--- src/rtl/spi_coef_pkg.sv ---
// Shared constants and FSM encoding for the SPI coefficient register file.
package spi_coef_pkg;

    localparam int CMD_W      = 8;
    localparam int ADDR_W     = CMD_W - 1;
    localparam int CMD_WR_BIT = CMD_W - 1;

    localparam logic [ADDR_W-1:0] COMMIT_ADDR = ADDR_W'('h7F);

    typedef enum logic [1:0] {
        ST_IDLE = 2'd0,
        ST_CMD  = 2'd1,
        ST_DATA = 2'd2,
        ST_DONE = 2'd3
    } spi_state_t;

endpackage

--- src/rtl/spi_frontend.sv ---
// SPI synchronizers, SCLK edge detection, receive shifter and (with SPI_READBACK_EN) the
// MISO transmit shifter. Without SPI_READBACK_EN the tx ports are absent and miso is tied low.
module spi_frontend
    import spi_coef_pkg::*;
#(
    parameter int DATA_W = 24,
    parameter int COEF_W = 5
) (
    input  logic                                 clk,
    input  logic                                 reset,
    input  logic                                 sclk,
    input  logic                                 ss,
    input  logic                                 mosi,
`ifdef SPI_READBACK_EN
    input  logic                                 tx_load,
    input  logic                                 tx_en,
    input  logic [DATA_W-1:0]                    tx_word,
`endif
    output logic                                 sclk_rise,
    output logic                                 ss_sync,
    output logic [CMD_W-1:0]                     cmd_next,
    output logic [(DATA_W/COEF_W)*COEF_W-1:0]    rx_data,
    output logic                                 miso
);

    localparam int WORD_W = (DATA_W / COEF_W) * COEF_W;

    logic sclk_s1, sclk_s2, sclk_s3;
    logic ss_s1, ss_s2;
    logic mosi_s1, mosi_s2;

    assign sclk_rise = sclk_s2 & ~sclk_s3;
    assign ss_sync   = ss_s2;
    // Command byte including the bit being sampled this cycle, so the FSM can decode it on the 8th edge.
    assign cmd_next  = {rx_data[CMD_W-2:0], mosi_s2};

    always_ff @(posedge clk) begin
        if (reset) begin
            sclk_s1 <= 1'b0;
            sclk_s2 <= 1'b0;
            sclk_s3 <= 1'b0;
            ss_s1   <= 1'b0;
            ss_s2   <= 1'b0;
            mosi_s1 <= 1'b0;
            mosi_s2 <= 1'b0;
            rx_data <= '0;
        end else begin
            sclk_s1 <= sclk;
            sclk_s2 <= sclk_s1;
            sclk_s3 <= sclk_s2;
            ss_s1   <= ss;
            ss_s2   <= ss_s1;
            mosi_s1 <= mosi;
            mosi_s2 <= mosi_s1;
            if (sclk_rise)
                rx_data <= {rx_data[WORD_W-2:0], mosi_s2};
        end
    end

`ifdef SPI_READBACK_EN
    logic              sclk_fall;
    logic [DATA_W-1:0] tx_shift;

    assign sclk_fall = ~sclk_s2 & sclk_s3;

    always_ff @(posedge clk) begin
        if (reset) begin
            tx_shift <= '0;
            miso     <= 1'b0;
        end else begin
            if (tx_load)
                tx_shift <= tx_word;
            else if (tx_en && sclk_fall)
                tx_shift <= {tx_shift[DATA_W-2:0], 1'b0};

            if (!tx_en)
                miso <= 1'b0;
            else if (sclk_fall)
                miso <= tx_shift[DATA_W-1];
        end
    end
`else
    assign miso = 1'b0;
`endif

endmodule

--- src/rtl/spi_coef_regfile.sv ---
// SPI-loaded coefficient register file: writes land in a shadow bank, a write to COMMIT_ADDR
// copies the shadow to coef_o. SPI_READBACK_EN adds shadow read-back on MISO.
//
// state | meaning
// IDLE  | waiting for ss low; a frame already open at reset release is skipped until ss goes high
// CMD   | shifting in the 8-bit command
// DATA  | shifting in write data / shifting out read data
// DONE  | frame complete; write executes next cycle, any further SCLK rise is a framing error
module spi_coef_regfile
    import spi_coef_pkg::*;
#(
    parameter int N_CH   = 2,
    parameter int N_TAP  = 8,
    parameter int COEF_W = 5,
    parameter int DATA_W = 24
) (
    input  logic                            clk,
    input  logic                            reset,
    input  logic                            SCLK,
    input  logic                            ss,
    input  logic                            MOSI,
    output logic                            MISO,
    output logic [N_CH*2*N_TAP*COEF_W-1:0]  coef_o,
    output logic                            commit_o,
    output logic                            frame_err_o
);

    localparam int TPW     = DATA_W / COEF_W;
    localparam int WORD_W  = TPW * COEF_W;
    localparam int N_WORDS = 2 * N_CH * N_TAP / TPW;
    localparam int CNT_W   = $clog2(DATA_W > CMD_W ? DATA_W : CMD_W);

    localparam logic [ADDR_W-1:0] LAST_ADDR = ADDR_W'(N_WORDS);

    spi_state_t                      state;
    logic [CNT_W-1:0]                bit_cnt;
    logic                            armed;
    logic                            wr_pend;
    logic                            cmd_last;
    logic [CMD_W-1:0]                cmd_reg;
    logic [CMD_W-1:0]                cmd_next;
    logic [WORD_W-1:0]               rx_data;
    logic                            sclk_rise;
    logic                            ss_sync;
    logic [ADDR_W-1:0]               wr_addr;
    logic                            wr_valid;
    logic [N_CH*2*N_TAP*COEF_W-1:0]  shadow;

    assign cmd_last = (state == ST_CMD) && !ss_sync && sclk_rise && (bit_cnt == '0);
    assign wr_addr  = cmd_reg[ADDR_W-1:0];
    assign wr_valid = (wr_addr != '0) && (wr_addr <= LAST_ADDR);

`ifdef SPI_READBACK_EN
    logic [ADDR_W-1:0] rd_addr;
    logic [DATA_W-1:0] tx_word;
    logic              tx_load;
    logic              tx_en;

    assign rd_addr = cmd_next[ADDR_W-1:0];
    assign tx_load = cmd_last && !cmd_next[CMD_WR_BIT];
    assign tx_en   = (state == ST_DATA) && !cmd_reg[CMD_WR_BIT];

    always_comb begin
        tx_word = '0;
        if ((rd_addr != '0) && (rd_addr <= LAST_ADDR))
            tx_word[WORD_W-1:0] = shadow[int'(rd_addr - ADDR_W'(1)) * WORD_W +: WORD_W];
    end
`endif

    spi_frontend #(
        .DATA_W (DATA_W),
        .COEF_W (COEF_W)
    ) u_frontend (
        .clk       (clk),
        .reset     (reset),
        .sclk      (SCLK),
        .ss        (ss),
        .mosi      (MOSI),
`ifdef SPI_READBACK_EN
        .tx_load   (tx_load),
        .tx_en     (tx_en),
        .tx_word   (tx_word),
`endif
        .sclk_rise (sclk_rise),
        .ss_sync   (ss_sync),
        .cmd_next  (cmd_next),
        .rx_data   (rx_data),
        .miso      (MISO)
    );

    always_ff @(posedge clk) begin
        if (reset) begin
            state       <= ST_IDLE;
            bit_cnt     <= '0;
            armed       <= 1'b0;
            wr_pend     <= 1'b0;
            cmd_reg     <= '0;
            frame_err_o <= 1'b0;
        end else begin
            frame_err_o <= 1'b0;
            wr_pend     <= 1'b0;
            if (ss_sync)
                armed <= 1'b1;

            unique case (state)
                ST_IDLE: begin
                    if (!ss_sync && armed) begin
                        state   <= ST_CMD;
                        bit_cnt <= CNT_W'(CMD_W - 1);
                    end
                end
                ST_CMD: begin
                    if (ss_sync) begin
                        state       <= ST_IDLE;
                        frame_err_o <= 1'b1;
                    end else if (sclk_rise) begin
                        if (bit_cnt == '0) begin
                            state   <= ST_DATA;
                            bit_cnt <= CNT_W'(DATA_W - 1);
                            cmd_reg <= cmd_next;
                        end else begin
                            bit_cnt <= bit_cnt - CNT_W'(1);
                        end
                    end
                end
                ST_DATA: begin
                    if (ss_sync) begin
                        state       <= ST_IDLE;
                        frame_err_o <= 1'b1;
                    end else if (sclk_rise) begin
                        if (bit_cnt == '0) begin
                            state   <= ST_DONE;
                            wr_pend <= cmd_reg[CMD_WR_BIT];
                        end else begin
                            bit_cnt <= bit_cnt - CNT_W'(1);
                        end
                    end
                end
                ST_DONE: begin
                    // The falling edge closing the last bit is legal; only an extra rising edge is an overrun.
                    if (ss_sync) begin
                        state <= ST_IDLE;
                    end else if (sclk_rise) begin
                        state       <= ST_IDLE;
                        armed       <= 1'b0;
                        frame_err_o <= 1'b1;
                    end
                end
            endcase
        end
    end

    always_ff @(posedge clk) begin
        if (reset) begin
            shadow   <= '0;
            coef_o   <= '0;
            commit_o <= 1'b0;
        end else begin
            commit_o <= 1'b0;
            if (wr_pend) begin
                if (wr_addr == COMMIT_ADDR) begin
                    coef_o   <= shadow;
                    commit_o <= 1'b1;
                end else if (wr_valid) begin
                    shadow[int'(wr_addr - ADDR_W'(1)) * WORD_W +: WORD_W] <= rx_data;
                end
            end
        end
    end

endmodule

--- config.mk ---
export PLATFORM = sky130hd
export DESIGN_NAME = spi_coef_regfile
export DESIGN_NICKNAME = d
export VERILOG_FILES = /design/src/rtl/spi_coef_pkg.sv /design/src/rtl/spi_frontend.sv /design/src/rtl/spi_coef_regfile.sv
export SDC_FILE = /design/constraint.sdc
export NUM_CORES = 1
export LEC_CHECK = 0
export ABC_AREA = 1
export CORE_MARGIN = 4
export CORE_UTILIZATION = 42
export CTS_CLUSTER_SIZE = 20
export DETAILED_ROUTE_END_ITERATION = 6
export HOLD_SLACK_MARGIN = 0.1
export PLACE_DENSITY = 0.68
export SYNTH_ARGS = -nofsm -noshare
export SYNTH_HDL_FRONTEND = slang
export SYNTH_SLANG_ARGS = --single-unit
--- constraint.sdc ---
create_clock -name clk -period 5.3 [get_ports clk]
set_input_delay 0.795 -clock clk [delete_from_list [all_inputs] [get_ports clk]]
set_output_delay 0.795 -clock clk [all_outputs]
set_load 0.005 [all_outputs]
==> flow_results.xml <==
<?xml version="1.0" encoding="UTF-8"?>
<metrics>
  <group name="finish">
    <metric name="post_route_cells_drive_above_1_share" unit="">0.0932</metric>
    <metric name="area_growth" unit="%">23.3</metric>
    <metric name="layout.nets" unit="">2613</metric>
    <metric name="layout_top_registers" unit="">coef_o (160), shadow (160), u_frontend.rx_data (20)</metric>
    <metric name="post-route-cell-area" unit="sq um">20800</metric>
    <metric name="final_cell_count_no_fill" unit="">3132</metric>
    <metric name="insertedDiodeCount" unit="">0</metric>
  </group>
  <group name="power">
    <metric name="total_switching_power" unit="W">0.00345</metric>
    <metric name="clock_power_share" unit="">0.304</metric>
    <metric name="intPower" unit="W">0.00534</metric>
    <metric name="power.static_leakage" unit="nW">8.80</metric>
    <metric name="p_sw_frac" unit="">0.392</metric>
    <metric name="p_comb_frac" unit="">0.376</metric>
    <metric name="total_power" unit="W">0.00880</metric>
    <metric name="max_rail_drop_vdd" unit="uV">250</metric>
    <metric name="seqPwrFrac" unit="">0.320</metric>
    <metric name="p_per_area" unit="nW/um^2">422</metric>
  </group>
  <group name="routing">
    <metric name="antenna_nets_post_route" unit="">0</metric>
    <metric name="routedWlPerCell" unit="microns">18.1</metric>
    <metric name="drt_iter0_markers" unit="">1574</metric>
    <metric name="vias" unit="">16690</metric>
    <metric name="drc" unit="">0</metric>
    <metric name="drt-vias-per-instance" unit="">5.33</metric>
    <metric name="drt_first_pass_iters" unit="">5</metric>
    <metric name="postRouteWirelength" unit="mm">56.7</metric>
  </group>
  <group name="placed_design">
    <metric name="finalWeightedCongestion" unit="">0.970</metric>
    <metric name="post-place-cells" unit="">3051</metric>
    <metric name="dp.final_hpwl" unit="mm">40.7</metric>
    <metric name="place_area" unit="sq um">19100</metric>
    <metric name="io_buf_count" unit="">166</metric>
  </group>
  <group name="setup_path">
    <metric name="regToRegStartpoint" unit="">cmd_reg[0]</metric>
    <metric name="cpMaxStageDelayCell" unit="">fa_1</metric>
    <metric name="worstSetupPathType" unit="">register to register</metric>
    <metric name="timing.critical_path.from" unit="">cmd_reg[0]</metric>
    <metric name="worst-r2r-cell-count" unit="">28</metric>
    <metric name="cp.required" unit="ns">5.72</metric>
    <metric name="critPathLaunchType" unit="">register</metric>
    <metric name="worst_flop_to_flop_path_endpoint" unit="">shadow[78]</metric>
    <metric name="end_kind" unit="">register</metric>
    <metric name="cp_data_arrival_time" unit="ns">5.32</metric>
    <metric name="largest_fanout_on_the_critical_path" unit="">8</metric>
    <metric name="reg2reg_slack" unit="ns">0.39</metric>
    <metric name="critical_path.max_stage_delay" unit="ns">0.49</metric>
    <metric name="critical_path.endpoint" unit="">shadow[78]</metric>
  </group>
  <group name="sta">
    <metric name="hold_violations" unit="">0</metric>
    <metric name="finalMaxSlewViolations" unit="">0</metric>
    <metric name="clock-skew-final" unit="ns">0.0178</metric>
    <metric name="timing.final.crit_share" unit="">0.926</metric>
    <metric name="slew_headroom" unit="">0.199</metric>
    <metric name="fmax" unit="MHz">204</metric>
    <metric name="timing.final.setup_violations" unit="">0</metric>
    <metric name="finalCriticalPeriod" unit="ns">4.91</metric>
    <metric name="transition_time_at_the_pin_with_the_least_slew_margin" unit="ns">1.20</metric>
  </group>
  <group name="job">
    <metric name="max_cap_violations" unit="">0</metric>
  </group>
  <group name="global_routing">
    <metric name="first_global_vias" unit="">15501</metric>
    <metric name="grt_antenna_before_repair" unit="">0</metric>
    <metric name="grt_usage" unit="">0.246</metric>
    <metric name="grt_max_degree" unit="">170</metric>
    <metric name="first_pass_grt_wire_length" unit="mm">87.2</metric>
    <metric name="overflow" unit="">0</metric>
  </group>
  <group name="status">
    <metric name="outcome" unit="">complete, no violations</metric>
  </group>
  <group name="die">
    <metric name="design.portCount" unit="">168</metric>
    <metric name="initial_utilization" unit="">0.425</metric>
    <metric name="coreArea" unit="sq um">39700</metric>
    <metric name="fp.dieH" unit="microns">209</metric>
    <metric name="die_width" unit="microns">209</metric>
    <metric name="die_footprint" unit="sq um">43500</metric>
    <metric name="placement_rows" unit="">73</metric>
  </group>
  <group name="cts">
    <metric name="clock_sinks" unit="">366</metric>
    <metric name="cts_inserted_buffers" unit="">38</metric>
    <metric name="clock_tree.root_cell" unit="">clkbuf_16</metric>
    <metric name="cts.htree.levels" unit="">2</metric>
    <metric name="tritoncts" unit="">built</metric>
    <metric name="clockBufferDepth" unit="">3</metric>
    <metric name="clock_latency" unit="ns">0.54</metric>
    <metric name="clk_transition_reported_paths" unit="ns">0.05</metric>
  </group>
  <group name="synthesis">
    <metric name="ys_async_sr_fraction" unit="">0</metric>
    <metric name="synth.cell_area" unit="sq um">16900</metric>
    <metric name="synth_enable_flop_cells" unit="">0</metric>
    <metric name="syn-mean-instance-area" unit="sq um">6.92</metric>
    <metric name="synth.distinct_cells" unit="">52</metric>
    <metric name="yosysSeqAreaShare" unit="">0.434</metric>
    <metric name="ys_seq_elements" unit="">366</metric>
    <metric name="ys_warn_count" unit="">0</metric>
    <metric name="synthesis.instances" unit="">2441</metric>
    <metric name="synth_flop_cell" unit="">dfxtp_1</metric>
    <metric name="synth_fp_nets" unit="">2471</metric>
  </group>
  <group name="worst_hold_path">
    <metric name="worst_hold_path_class" unit="">register to register</metric>
    <metric name="worst_hold_path.num_cells" unit="">2</metric>
  </group>
</metrics>
[area by class of cell]
| class | instances | area [sq um] |
|---|---|---|
| fillers | 3909 | 18900 |
| clock inverters | 13 | 169 |
| flip-flops and latches | 366 | 7330 |
| clock buffers | 51 | 1080 |
| inverters | 255 | 962 |
| multi-input cells | 1690 | 8420 |
| well taps | 525 | 657 |
| repair buffers | 232 | 2210 |
[Yosys cell counts (all sizes together), types with 2 or more instances]
cell    count  area (sq um)
nand4      42           278
o21ai     350          1780
a31oi       9          56.3
nand3b      4          30.0
o32ai       3          26.3
nor3b      15           188
nor3       27           135
nor4        3          18.8
xor2        5          43.8
buf        19          95.1
clkbuf    111           417
inv       249           935
nand2     395          1510
clkinv      6          22.5
nor2      455          1750
and2        2          12.5
or2         4          25.0
a21boi      2          15.0
o21a        3          22.5
nand3      71           400
a22oi       3          22.5
a32oi       3          26.3
dfxtp     366          7330
o31ai       2          15.0
o22ai      17           106
o211ai      4          30.0
ha         24           300
a21oi     229          1150
a211oi     10          75.1
[worst max-delay path: cells and delay by family (launching register included)]
kind                     cells  cell delay (ns)
AND/OR/NAND/NOR             16             2.20
flip-flops                   1             0.31
XOR/XNOR                     1             0.21
AO/OA/AOI/OAI                2             0.44
adder cells (fa/ha/maj)      4             1.17
buffers and inverters        5             0.48
[worst min-delay path by stage]
| stage | startpoint | end | slack [ns] |
|---|---|---|---|
| final | u_frontend.mosi_s1 | u_frontend.mosi_s2 | 0.40 |
| after global routing | u_frontend.mosi_s1 | u_frontend.mosi_s2 | 0.43 |
| after CTS | u_frontend.mosi_s1 | u_frontend.mosi_s2 | 0.40 |
| after detailed placement | u_frontend.mosi_s1 | u_frontend.mosi_s2 | 0.39 |
| after global placement | u_frontend.ss_s1 | u_frontend.ss_sync | 0.39 |
| after floorplan | u_frontend.mosi_s1 | u_frontend.mosi_s2 | 0.39 |
[layer usage]
metal  vias up  global-route usage  part of all wire
met2       567               0.378              0.44
met4         0              0.0675             0.025
met1      7790               0.357              0.46
met5         -                   0                 0
met3        83              0.0463             0.075
li1       8250                   -                 -
[cells by family after synthesis]
logic type | Yosys count | synth area share
and+or+nand+nor | 1019 | 0.258
AOI/OAI and AO/OA | 639 | 0.199
buffers and inverters | 385 | 0.0870
DFF | 366 | 0.434
adders and majority gates | 25 | 0.0190
xor gates and xnor gates | 6 | 0.00311
other | 1 | 0.000222
[cell usage in the layout, fill, tap and decap left out, types with 6 or more instances in the layout]
cell	count
nor2_1	432
nand2_1	373
dfxtp_1	365
o21ai_0	331
inv_1	231
a21oi_1	227
clkdlybuf4s50_1	165
buf_4	62
nand3_1	60
nand4_1	41
clkbuf_16	40
nor3_1	26
inv_2	18
ha_1	18
o22ai_1	17
nand2_2	16
nor2_2	16
nor3b_2	15
o21ai_1	11
a211oi_1	10
a31oi_1	9
nand3_2	8
nor2_4	7
clkbuf_1	6
clkbuf_8	6
clkinv_2	6
[stage by stage]
stage	worst slack [ns]	hold slack, ns	util	setup TNS [ns]
3_5_place_dp	-0.147	0.395	0.481	-2.57
3_3_place_gp	0.111	0.392	0.481	0
6_report	0.394	0.400	0.524	0
4_1_cts	0.00438	0.402	0.514	0
2_1_floorplan	0.0944	0.388	-	0
5_1_grt	-0.0584	0.425	0.524	-0.682
[power groups by stage]
stage          sequential [W]  combinational, W  clock [W]
2_1_floorplan         0.00287           0.00205          0
3_3_place_gp          0.00288           0.00293          0
3_5_place_dp          0.00288           0.00296          0
4_1_cts               0.00282           0.00299    0.00272
5_1_grt               0.00282           0.00364    0.00283
6_report              0.00282           0.00331    0.00267
[repair_timing]
item,CTS,global route
endpoints found under the setup margin,72,158
gates resized for setup,10,65
setup buffers,2,14
cloned,0,1
hold buffers,0,0
pin swaps,4,21
Power figures use the tool's default switching activity.
